$ cat src/rtl/dma_burst_sched.sv
// dma_burst_sched: round-robin scheduler that hands one shared DMA engine to
// NCH requesting channels. A go rise queues a burst, and the FSM walks the
// granted channel through ARB -> REQ (dma_req/dma_ack handshake with timeout)
// -> XFER (one word per cycle) -> DONE. All outputs are registered.
module dma_burst_sched #(
   parameter int NCH     = 4,
   parameter int LEN_W   = 9,
   parameter int MAX_LEN = 256,
   parameter int ACK_TO  = 16
) (
   input  logic                   clk,
   input  logic                   reset_n,
   input  logic [NCH-1:0]         go,
   input  logic [NCH*LEN_W-1:0]   len_i,
   output logic                   dma_req,
   input  logic                   dma_ack,
   output logic                   data_transfer,
   output logic [$clog2(NCH)-1:0] ch_sel,
   output logic [NCH-1:0]         done,
   output logic [NCH-1:0]         err,
   output logic                   busy
);

   localparam int CW   = $clog2(NCH);
   localparam int TO_W = $clog2(ACK_TO);

   typedef enum logic [2:0] {
      IDLE = 3'd0,
      ARB  = 3'd1,
      REQ  = 3'd2,
      XFER = 3'd3,
      DONE = 3'd4
   } state_t;

   state_t               state_r, state_nxt_s;
   logic [NCH-1:0]       go_q_r;
   logic [NCH-1:0]       pend_r, pend_nxt_s;
   logic [LEN_W-1:0]     len_r [NCH];
   logic [LEN_W-1:0]     cnt_r;
   logic [TO_W-1:0]      to_r;
   logic [CW-1:0]        ptr_r;
   logic [CW-1:0]        ch_sel_r;
   logic [NCH-1:0]       err_pend_r;

   logic [NCH-1:0]       rise_s, active_s, rej_s, acc_s;
   logic [CW-1:0]        grant_s, idx_s;
   logic                 grant_ok_s;
   logic                 timeout_s, last_s;
   logic [NCH-1:0]       done_set_s, err_evt_s;

   // One-hot decode of a channel index.
   function automatic logic [NCH-1:0] onehot(input logic [CW-1:0] idx);
      onehot = NCH'(1'b1) << idx;
   endfunction

   // Saturate an over-long request to the largest burst the engine allows.
   function automatic logic [LEN_W-1:0] clamp_len(input logic [LEN_W-1:0] l);
      if (l > LEN_W'(MAX_LEN)) begin
         clamp_len = LEN_W'(MAX_LEN);
      end else begin
         clamp_len = l;
      end
   endfunction

   assign ch_sel = ch_sel_r;

   // Classify each go rise as accepted (queued) or rejected (zero length, or channel already busy).
   always_comb begin
      rise_s   = go & ~go_q_r;
      active_s = {NCH{1'b0}};
      rej_s    = {NCH{1'b0}};
      acc_s    = {NCH{1'b0}};
      for (int i = 0; i < NCH; i++) begin
         if ((state_r == REQ || state_r == XFER || state_r == DONE) && (ch_sel_r == CW'(i))) begin
            active_s[i] = 1'b1;
         end else begin
            active_s[i] = 1'b0;
         end
         if (rise_s[i]) begin
            if (len_i[i*LEN_W +: LEN_W] == LEN_W'(0)) begin
               rej_s[i] = 1'b1;
            end else if (pend_r[i] || active_s[i]) begin
               rej_s[i] = 1'b1;
            end else begin
               acc_s[i] = 1'b1;
            end
         end else begin
            acc_s[i] = 1'b0;
         end
      end
   end

   // Round-robin pick: first pending channel after ptr; scanning downward lets the nearest win.
   always_comb begin
      grant_s    = ptr_r;
      grant_ok_s = 1'b0;
      idx_s      = ptr_r;
      for (int k = NCH; k >= 1; k--) begin
         idx_s = CW'((int'(ptr_r) + k) % NCH);
         if (pend_r[idx_s]) begin
            grant_s    = idx_s;
            grant_ok_s = 1'b1;
         end else begin
         end
      end
   end

   // Event decode: handshake timeout, last word, completion/error pulses and pending update.
   always_comb begin
      if (state_r == REQ && !dma_ack && to_r == TO_W'(ACK_TO - 1)) begin
         timeout_s = 1'b1;
      end else begin
         timeout_s = 1'b0;
      end
      if (state_r == XFER && cnt_r == LEN_W'(0)) begin
         last_s = 1'b1;
      end else begin
         last_s = 1'b0;
      end
      done_set_s = last_s ? onehot(ch_sel_r) : NCH'(0);
      err_evt_s  = rej_s | err_pend_r | (timeout_s ? onehot(ch_sel_r) : NCH'(0));
      pend_nxt_s = (pend_r & ~((state_r == ARB && grant_ok_s) ? onehot(grant_s) : NCH'(0))) | acc_s;
   end

   // Next-state logic of the burst sequencer.
   always_comb begin
      state_nxt_s = state_r;
      case (state_r)
         IDLE: begin
            if (|pend_r) state_nxt_s = ARB;
            else         state_nxt_s = IDLE;
         end
         ARB: begin
            if (grant_ok_s) state_nxt_s = REQ;
            else            state_nxt_s = IDLE;
         end
         REQ: begin
            if (dma_ack)        state_nxt_s = XFER;
            else if (timeout_s) state_nxt_s = IDLE;
            else                state_nxt_s = REQ;
         end
         XFER: begin
            if (last_s) state_nxt_s = DONE;
            else        state_nxt_s = XFER;
         end
         DONE:    state_nxt_s = IDLE;
         default: state_nxt_s = IDLE;
      endcase
   end

   // State, go history and request queue. go history resets high so a go already
   // asserted when reset releases is not mistaken for a fresh rise.
   always_ff @(posedge clk or negedge reset_n) begin
      if (!reset_n) begin
         state_r <= IDLE;
         go_q_r  <= {NCH{1'b1}};
         pend_r  <= {NCH{1'b0}};
         for (int i = 0; i < NCH; i++) len_r[i] <= LEN_W'(0);
      end else begin
         state_r <= state_nxt_s;
         go_q_r  <= go;
         pend_r  <= pend_nxt_s;
         for (int i = 0; i < NCH; i++) begin
            if (acc_s[i]) len_r[i] <= clamp_len(len_i[i*LEN_W +: LEN_W]);
            else          len_r[i] <= len_r[i];
         end
      end
   end

   // Word counter, ack timeout counter, grant latch and round-robin pointer.
   always_ff @(posedge clk or negedge reset_n) begin
      if (!reset_n) begin
         cnt_r    <= LEN_W'(0);
         to_r     <= TO_W'(0);
         ch_sel_r <= CW'(0);
         ptr_r    <= CW'(0);
      end else begin
         if (state_r == ARB && grant_ok_s) begin
            cnt_r    <= len_r[grant_s] - LEN_W'(1);
            ch_sel_r <= grant_s;
         end else if (state_r == XFER && cnt_r != LEN_W'(0)) begin
            cnt_r <= cnt_r - LEN_W'(1);
         end else begin
            cnt_r <= cnt_r;
         end
         if (state_r == REQ) to_r <= to_r + TO_W'(1);
         else                to_r <= TO_W'(0);
         if (state_r == DONE || timeout_s) ptr_r <= ch_sel_r;
         else                              ptr_r <= ptr_r;
      end
   end

   // Registered outputs. An error that would coincide with done on the same
   // channel is held back one cycle so the two pulses never overlap.
   always_ff @(posedge clk or negedge reset_n) begin
      if (!reset_n) begin
         dma_req       <= 1'b0;
         data_transfer <= 1'b0;
         busy          <= 1'b0;
         done          <= {NCH{1'b0}};
         err           <= {NCH{1'b0}};
         err_pend_r    <= {NCH{1'b0}};
      end else begin
         dma_req       <= (state_nxt_s == REQ);
         data_transfer <= (state_nxt_s == XFER);
         busy          <= (state_nxt_s != IDLE);
         done          <= done_set_s;
         err           <= err_evt_s & ~done_set_s;
         err_pend_r    <= err_evt_s & done_set_s;
      end
   end

endmodule

$ cat config.mk
export PLATFORM = sky130hd
export DESIGN_NAME = dma_burst_sched
export DESIGN_NICKNAME = d
export VERILOG_FILES = /design/src/rtl/dma_burst_sched.sv
export SDC_FILE = /design/constraint.sdc
export NUM_CORES = 1
export LEC_CHECK = 0
export ABC_CLOCK_PERIOD_IN_PS = 3200
export BUFFER_PORTS_ARGS = -buffer_cell sky130_fd_sc_hd__clkbuf_2
export CELL_PAD_IN_SITES_DETAIL_PLACEMENT = 1
export CELL_PAD_IN_SITES_GLOBAL_PLACEMENT = 1
export CORE_MARGIN = 2
export CORE_UTILIZATION = 35
export CTS_CLUSTER_DIAMETER = 100
export DETAILED_ROUTE_END_ITERATION = 8
export PLACE_DENSITY = 0.66
export SLEW_MARGIN = 20
export SYNTH_ARGS = -nofsm -noshare
export SYNTH_HDL_FRONTEND = slang
export SYNTH_SLANG_ARGS = --single-unit
$ cat constraint.sdc
create_clock -name clk -period 3.2 [get_ports clk]
set_input_delay 0.32 -clock clk [delete_from_list [all_inputs] [get_ports clk]]
set_output_delay 0.32 -clock clk [all_outputs]
set_load 0.01 [all_outputs]
==> results.txt, run 1 <==
- The flow ran to the end, and the final reports show no timing, DRC or antenna violations.
- Of all nets on the critical path, the largest fanout is 13.
- Final std cells w/o fill: between 600 and 700
* Master cell of the clock root buffer: sky130_fd_sc_hd__clkbuf_16
- GPL Wtd Cong: approximately 0.91
- Post-DR vias/cell: 5.174
* Final Cycle Share: 0.8956
- Summed over all failing endpoints, the final setup total negative slack is 0 ns.
- Synth Area in Compound Gates: 0.1463
* Wire length of the first global-routing pass: 18.15 mm
* Post-synth design cell area: about 4000 µm²
- Pins over their slew limit: 0
* Post-placement cell count: 600
- Max-slew headroom: 0.5081
- Total gr overflow: 0
* GRT Util Overall: 0.1845
* Number of endpoints with negative hold slack in the final report: 0
* Clock-pin transition on the worst setup and hold timing paths: 0.06 ns
- Number of maximum-capacitance constraint violations: 0
- Yosys warnings: 0
- Library cell with the highest instance count after synthesis: sky130_fd_sc_hd__dfrtp_1
- During I/O placement, the number of pins put on the boundary was 56.
- Post-route standard cell area excluding fillers: 4795 µm²
- In the routed design, unresolved DRC markers number 0.
- Total of endpoints with negative setup slack in the final report: 0
- Number of levels in the clock H-tree: 3
* Slew at the pin closest to its max-slew limit: 0.7379 ns
- Detailed routing inserted a total of 3187 vias.
- Area after DPL: 4522 µm²
- Derived from the worst setup path, the maximum achievable clock frequency is around 350 MHz.
* Worst voltage drop across the vdd grid: approximately 0.00029 V
- Count of nets after finishing: 513
* Post-CTS setup buffer count: 0
* Utilization after layout: 0.4217
- Hold timing on the final database bottoms out at a slack of 0.01269 ns.
- Crit path largest cell delay: roughly 0.6 ns
* Area of the die: 12510 µm²
- 0 antenna diodes ended up in the layout.
- Biggest area contributors in the synthesized netlist: sky130_fd_sc_hd__dfrtp_1, sky130_fd_sc_hd__nand3b_1, sky130_fd_sc_hd__o21ai_0
- The detailed router finished its first iteration with between 100 and 150 violations.
* Buffers & Inverters on Critical Path: 1
- Summed over all nets, the half-perimeter wirelength after detailed placement is 8.227 mm.
- STA classifies the critical path startpoint as a flop.
* WL per Instance: ~17 µm
- PostCTS Resize Cnt: 0
* Post-synth top cells: sky130_fd_sc_hd__dfrtp_1, sky130_fd_sc_hd__o21ai_0, sky130_fd_sc_hd__inv_1, sky130_fd_sc_hd__nand2_1, sky130_fd_sc_hd__nand3b_1
- Gate count after technology mapping: just over 400
* Min-delay worst type: in2async
- Of the total synthesized cell area, the portion taken by XOR and XNOR cells is 0.02152.
- Multiplexer fraction of the synthesized cell area: 0.05134
- The initial utilization of the core area, before any placement, comes to 0.3580.
- Standard cell core area: 11370 µm²
- Clock tree skew after final layout: 0.005769 ns
- The longest clock path from root to sink contains 2 buffers.
- Main combinational cell family by area after synthesis: simple AND/OR/NAND/NOR gates
* Fill count: 1323
* Clock latency on the worst-skew pair: 0.34 ns
- Number of port buffers: 55
- Std cell rows: 39
- At the worst endpoint, the required time is about 3.5 ns.
- Remaining antenna violation count after routing: 0
* Min Tclk post-route: 2.866 ns
- The number of global-route vias before repair came to 3421.
- On the critical path, the stage with the largest delay is an instance of sky130_fd_sc_hd__nor3_4.
* Proportion of synthesized flip-flops having asynchronous set or reset: 1.000
* Unrepaired setup endpoints after global routing: no
* CTS buffer count: 9
* Sequential-to-total area share from yosys stat: 0.4869
* Dominant register cell in the synthesized netlist: sky130_fd_sc_hd__dfrtp_1
- In this run the power density over the cells is around 940 nW/µm².
* Cell variety after synth: 62
- Critical path class: reg2reg
- Aggregate routed wire length: 10.77 mm
- In the final layout, the share of cells above drive strength 1 is 0.2452.
* Die height: roughly 110 µm
- Top cell type by total area after synthesis: sky130_fd_sc_hd__dfrtp_1
* Cts-stage hold buffer count: 0
* Critical path, cell by cell: nor2b_1 -> o21ba_2 -> nor3_4 -> o221ai_2 -> a31oi_2 -> ha_1 -> inv_1 -> nor2_1 -> nand4_1 -> xor2_1 -> mux2i_1
- CTS saw 79 sinks.
* Number of enable flip-flop cells after synthesis: 0
- In this run, synthesis produced a sequential element count of 79.
- Summed over all cells, the static leakage comes to 2.120 nW.
- Measured along the x axis, the die boundary spans 111.8 µm.
- TritonCTS clock tree: built
- Post-Synth Simple-Gate Area: 0.2367
* Crit end category: flop
- Number of antenna violations at the first check in global routing: 0
- TritonRoute pass-1 iters: 4
* Dominant delay contributor by cell family on the critical path: simple AND/OR/NAND/NOR gates
* Arr. time, crit path: 3.12 ns
* Synthesized Nets: 452
- Of the total synthesized cell area, the portion taken by full adders, half adders and majority gates is 0.006148.
* Post-synthesis area per instance: 10.00 µm²
* Top-area cell type share of the netlist area: 0.4611
* Maximum number of pins on one net before global-route repair: 80
- Area added between synthesis and finish: 17.80%
-- sequential cells by signal, indices dropped and copies added (netlist names) --
| name | cells |
|---|---|
| dma_req | 1 |
| data_transfer | 1 |
| err_pend_r | 4 |
| pend_r | 4 |
| ptr_r | 2 |
| state_r | 3 |
| ch_sel | 2 |
| go_q_r | 4 |
| busy | 1 |
| done | 4 |
| cnt_r | 9 |
| len_r | 36 |
| err | 4 |
| to_r | 4 |
-- worst paths after layout --
check	to	start	cells after the start	slack (ns)
worst max-delay path	cnt_r[8]$_DFFE_PN0P_	pend_r[3]$_DFF_PN0_	11	0.33
worst min register to register	to_r[0]$_DFF_PN0_	to_r[0]$_DFF_PN0_	1	0.46
max in group asynchronous	err_pend_r[3]$_DFF_PN0_	reset_n	1	2.67
min in group clk	go_q_r[2]$_DFF_PN1_	go[2]	1	0.07
worst max register to register	cnt_r[8]$_DFFE_PN0P_	pend_r[3]$_DFF_PN0_	11	0.33
worst min-delay path	len_r[18]$_DFFE_PN0P_	reset_n	1	0.01
-- where the power goes --
part	total [W]	internal, W	switching (W)
Clock	0.000940	0.000543	0.000398
Sequential	0.00166	0.00135	0.000313
Combinational	0.00192	0.000789	0.00113
-- cell usage in the layout (no fill, tap or decap), types with 3 or more instances in the layout --
cell type and instances:
sky130_fd_sc_hd__xnor2_1 6, sky130_fd_sc_hd__nand3_1 3, sky130_fd_sc_hd__nand2b_1 9, sky130_fd_sc_hd__mux2_2 7, sky130_fd_sc_hd__nand2_1 34, sky130_fd_sc_hd__clkbuf_16 9
sky130_fd_sc_hd__a21oi_1 4, sky130_fd_sc_hd__mux2i_1 13, sky130_fd_sc_hd__a311o_1 4, sky130_fd_sc_hd__nand3b_1 33, sky130_fd_sc_hd__nor4_1 6, sky130_fd_sc_hd__nor3b_2 3
sky130_fd_sc_hd__dfrtp_1 75, sky130_fd_sc_hd__o221ai_2 4, sky130_fd_sc_hd__nor2_1 30, sky130_fd_sc_hd__clkbuf_2 54, sky130_fd_sc_hd__clkinv_2 3, sky130_fd_sc_hd__nand4_1 4
sky130_fd_sc_hd__xor2_1 4, sky130_fd_sc_hd__nor2b_1 12, sky130_fd_sc_hd__o21ai_1 4, sky130_fd_sc_hd__and2_1 5, sky130_fd_sc_hd__buf_4 9, sky130_fd_sc_hd__dfstp_2 4
sky130_fd_sc_hd__nor3_1 9, sky130_fd_sc_hd__o21ai_0 39, sky130_fd_sc_hd__inv_1 36
-- metrics by stage --
stage | total power (W) | worst slack (ns)
finish | 0.004521 | 0.3341
CTS | 0.004559 | 0.3503
global placement | 0.003542 | 0.5076
floorplan | 0.002985 | 0.8134
detailed placement | 0.003592 | 0.3582
global route | 0.004855 | 0.1372
-- cell type report --
| type | instances | area [µm²] | area share |
|---|---|---|---|
| clock inverters | 4 | 22.52 | 0.004697 |
| multi-input cells | 278 | 1881 | 0.3922 |
| repair buffers | 64 | 349.1 | 0.07281 |
| clock buffers | 12 | 246.5 | 0.05141 |
| well taps | 143 | 178.9 | 0.03732 |
| inverters | 36 | 135.1 | 0.02818 |
| flip-flops and latches | 79 | 1982 | 0.4134 |
-- routing by layer --
| metal | global-route usage | part of all wire |
|---|---|---|
| met5 | 0 | 0 |
| met4 | 0.04938 | 0.012 |
| met3 | 0.03756 | 0.024 |
| met2 | 0.3071 | 0.49 |
| met1 | 0.2462 | 0.47 |
-- logic make-up (layout without fill, tap and decap cells) --
family                   Yosys count  count (layout)
XOR/XNOR                          10              10
AND/OR/NAND/NOR                  165             165
AO/OA/AOI/OAI                     81              81
buffers and inverters             50             116
flip-flops                        79              79
adder cells (fa/ha/maj)            2               2
multiplexers                      20              20
No activity file was read; power rests on OpenSTA's default activity.
==> inputs of run 2 (changes only) <==
--- a/config.mk
+++ b/config.mk
@@ -10,10 +10,10 @@
 export CELL_PAD_IN_SITES_DETAIL_PLACEMENT = 1
 export CELL_PAD_IN_SITES_GLOBAL_PLACEMENT = 1
 export CORE_MARGIN = 2
-export CORE_UTILIZATION = 35
+export CORE_UTILIZATION = 45
 export CTS_CLUSTER_DIAMETER = 100
 export DETAILED_ROUTE_END_ITERATION = 8
-export PLACE_DENSITY = 0.66
+export PLACE_DENSITY = 0.81
 export SLEW_MARGIN = 20
 export SYNTH_ARGS = -nofsm -noshare
 export SYNTH_HDL_FRONTEND = slang
==> run 2 against run 1 <==
  * Final cell count decreased by 5.7%
  * Combinational power about the same
  * Setup slack got worse by 0.051 ns
  * Power decreased by 1.0%
  * First-iteration DRC count increased by 25%
  * Sequential share of layout area increased by 0.56 points
  * Final area decreased by 1.3%
  * Sequential cell count unchanged
  * Routed wire length decreased by 0.92%
  * Die area decreased by 21%
  * Largest cell class unchanged
==> results.txt, run 2 (same netlist as run 1, synthesis figures left out) <==
- Run status: finished, final reports clean
- The per-cell routed wire length is 18.37 µm (+5.0%).
* Worst voltage drop across the vdd grid: 0.0003184 V (+11%)
* Master cell of the clock root buffer: sky130_fd_sc_hd__clkbuf_8
* N_diodes: 0 (unchanged)
* Post-CTS setup buffer count: 0 (unchanged)
- Area added between synthesis and finish: 16.23%
- Standard cell core area: 8763 µm² (-23%)
* Min-delay worst type: in2reg
* GPL Wtd Cong: 0.9087 (about the same)
- The insertion delay to the later sink of the worst-skew pair is 0.36 ns (+0.02 ns).
- The clock slew seen by the registers of the worst setup and hold paths is 0.08 ns (+0.02 ns).
- The area of the multi-input gates was 1881 µm² (unchanged).
- The number of global-route vias before repair is 3384 (-1.1%).
- The residual DRC count is 0 (unchanged).
* Startpoint of the tightest hold check path: go[1]
- The initial antenna violation count is 0 (unchanged).
- The overall via count from detail_route came to 3278 (+2.9%).
- The global routing met2 resource utilization was 0.3841 (+0.07702).
* PD cells: 945.8 nW/µm² (+0.30%)
* Largest register by flop count: len_r
* Total I/O pin count: 56 (unchanged)
* Clock Tree Buf Depth: 2 (unchanged)
* TritonRoute pass-1 iters: 4 (unchanged)
* Post-DR vias/cell: 5.642 (+9.1%)
- The flip-flop count of the largest register after layout was 36 (unchanged).
- Number of port buffers: 55 (unchanged)
- Die height: 99.11 µm (-11%)
* Critical Path Fanout Max: 14 (+1)
* Static Leakage: 2.108 nW (-0.59%)
* Maximum number of pins on one net before global-route repair: 80 (unchanged)
- The portion of the clock cycle consumed by the worst path in the final layout was 0.9115 (+0.01593).
- Highest clock frequency the design can meet: 342.8 MHz (-1.7%)
* Min Tclk post-route: 2.917 ns (+0.05098 ns)
- The deepest level of the CTS H-tree was 3 (unchanged).
- The total clock buffers created by CTS was 9 (unchanged).
* Cell with the largest stage delay on the worst path: sky130_fd_sc_hd__nor3_4
- The critical path goes through nor2b_1 -> o21ba_2 -> nor3_4 -> o221ai_2 -> a31oi_2 -> ha_1 -> inv_1 -> nor2_1 -> nand4_1 -> xor2_1 -> mux2i_1.
* Fill count: 1015 (-23%)
* Critical Path RT: 3.48 ns (+0.02 ns)
* Crit path largest cell delay: 0.59 ns (about the same)
- The number of rows created at floorplan was 34 (-13%).
- The post-detailed-placement half-perimeter wirelength is 7.882 mm (-4.2%).
- The met3 capacity usage during global routing was 0.04216 (+0.004603).
- GRT Util Overall: 0.2359 (+0.05132)
* Sum of negative setup slack: 0 ns (unchanged)
* Count of nets after finishing: 513 (unchanged)
- The starting DRC count in detailed routing was 161 (+25%).
- Die boundary width: 99.11 µm (-11%)
- Unrepaired setup endpoints after global routing: no
* Most congested layer reported by global routing: met2
- The critical path arrival was 3.20 ns (+0.08 ns).
- Number of maximum-capacitance constraint violations: 0 (unchanged)
- Number of endpoints with negative hold slack in the final report: 0 (unchanged)
* Worst setup path startpoint: pend_r[3]$_DFF_PN0_
- Commonest non-fill, non-tap cells in the layout: sky130_fd_sc_hd__dfrtp_1, sky130_fd_sc_hd__clkbuf_2, sky130_fd_sc_hd__o21ai_0
- The max-slew violation count is 0 (unchanged).
* Clock net sink count: 79 (unchanged)
- TritonCTS built the clock tree.
- The initial standard-cell utilization of the core was 0.4644 (+0.1065).
* Slew at the pin closest to its max-slew limit: 0.6618 ns (-0.07612 ns)
- Crit end category: flop
- The met1 routing resource usage after global routing came to 0.3186 (+0.07245).
- The total congestion overflow after global routing is 0 (unchanged).
* Aggregate routed wire length: 10.67 mm (-0.92%)
- The fraction of final layout cells with drive strength greater than 1 came to 0.2410 (-0.004228).
* Total of endpoints with negative setup slack in the final report: 0 (unchanged)
- Startpoint of the lowest-slack register-to-register path: pend_r[3]$_DFF_PN0_
- Leaving out fill and tap cells, the most frequent cell in the layout is sky130_fd_sc_hd__dfrtp_1.
- Clock tree skew after final layout: 0.01026 ns (+0.004487 ns)
* Register cell area after layout: 1982 µm² (unchanged)
* Post-placement cell count: 563 (-6.2%)
* Critical path class: reg2reg
- The full die area came to 9822 µm² (-21%).
- The number of antenna-violating nets in the routed design came to 0 (unchanged).
* Wire length of the first global-routing pass: 17.94 mm (-1.1%)
- Utilization after layout: 0.5398 (+0.1181)
* Max-slew headroom: 0.5574 (+0.04931)
- Largest registers: len_r (36), cnt_r (9)
* Final std cells w/o fill: 581 (-5.7%)
- STA classifies the critical path startpoint as a flop.
## run 2: final timing paths
| path | end | slack (ns) | depth (start not counted) |
|---|---|---|---|
| max | cnt_r[8]$_DFFE_PN0P_ | 0.28 | 11 |
| min | go_q_r[1]$_DFF_PN1_ | 0.04 | 1 |
| max reg2reg | cnt_r[8]$_DFFE_PN0P_ | 0.28 | 11 |
| min reg2reg | to_r[0]$_DFF_PN0_ | 0.47 | 1 |
| max in group asynchronous | go_q_r[3]$_DFF_PN1_ | 2.13 | 3 |
| min in group asynchronous | len_r[25]$_DFFE_PN0P_ | 0.43 | 2 |
## run 2: report_power, final
group	leakage [nW]	internal [W]	switching [W]	total (W)
Combinational	0.987	0.000783	0.00117	0.00195
Sequential	1.01	0.00134	0.000298	0.00164
Clock	0.115	0.000518	0.000362	0.000880
## run 2: what timing repair did
action                    4_1_cts  5_1_grt
hold endpoints to repair        0       29
hold buffers                    0        1
resized for setup               0        0
## run 2: final cells by class
cell class	instances	area share
tap	108	0.02856
multi-input combinational	278	0.3975
timing repair buffer	64	0.07776
sequential	79	0.4189
clock buffer	12	0.02856
clock inverter	4	0.02010
inverter	36	0.02856
## run 2: worst max-delay path: cells and delay by family (launching register included)
family	cells	cell delay, ns
multiplexers	1	0.14
flip-flops	1	0.46
buffers and inverters	1	0.08
AO/OA/AOI/OAI	3	0.69
XOR/XNOR	1	0.17
adder cells (fa/ha/maj)	1	0.19
AND/OR/NAND/NOR	4	1.11
## run 2: per-stage QoR
stage / total power [W] / worst slack (ns) / hold slack, ns / instance area [µm²]
floorplan: 0.002985 / 0.8134 / 0.02441 / 4070
global placement: 0.003484 / 0.5106 / 0.4180 / 4463
detailed placement: 0.003572 / 0.3589 / 0.4191 / 4463
CTS: 0.004486 / 0.3003 / 0.02818 / 4693
global route: 0.004801 / 0.07421 / 0.02450 / 4731
finish: 0.004474 / 0.2832 / 0.03956 / 4731
## run 2: metal layers
metal  wire, µm  up-vias  part of all wire
li1           -     1549                 -
met5          0        -                 0
met1       4729     1643              0.44
met4        174        0             0.016
met2       5293       73              0.50
met3        475       13             0.045
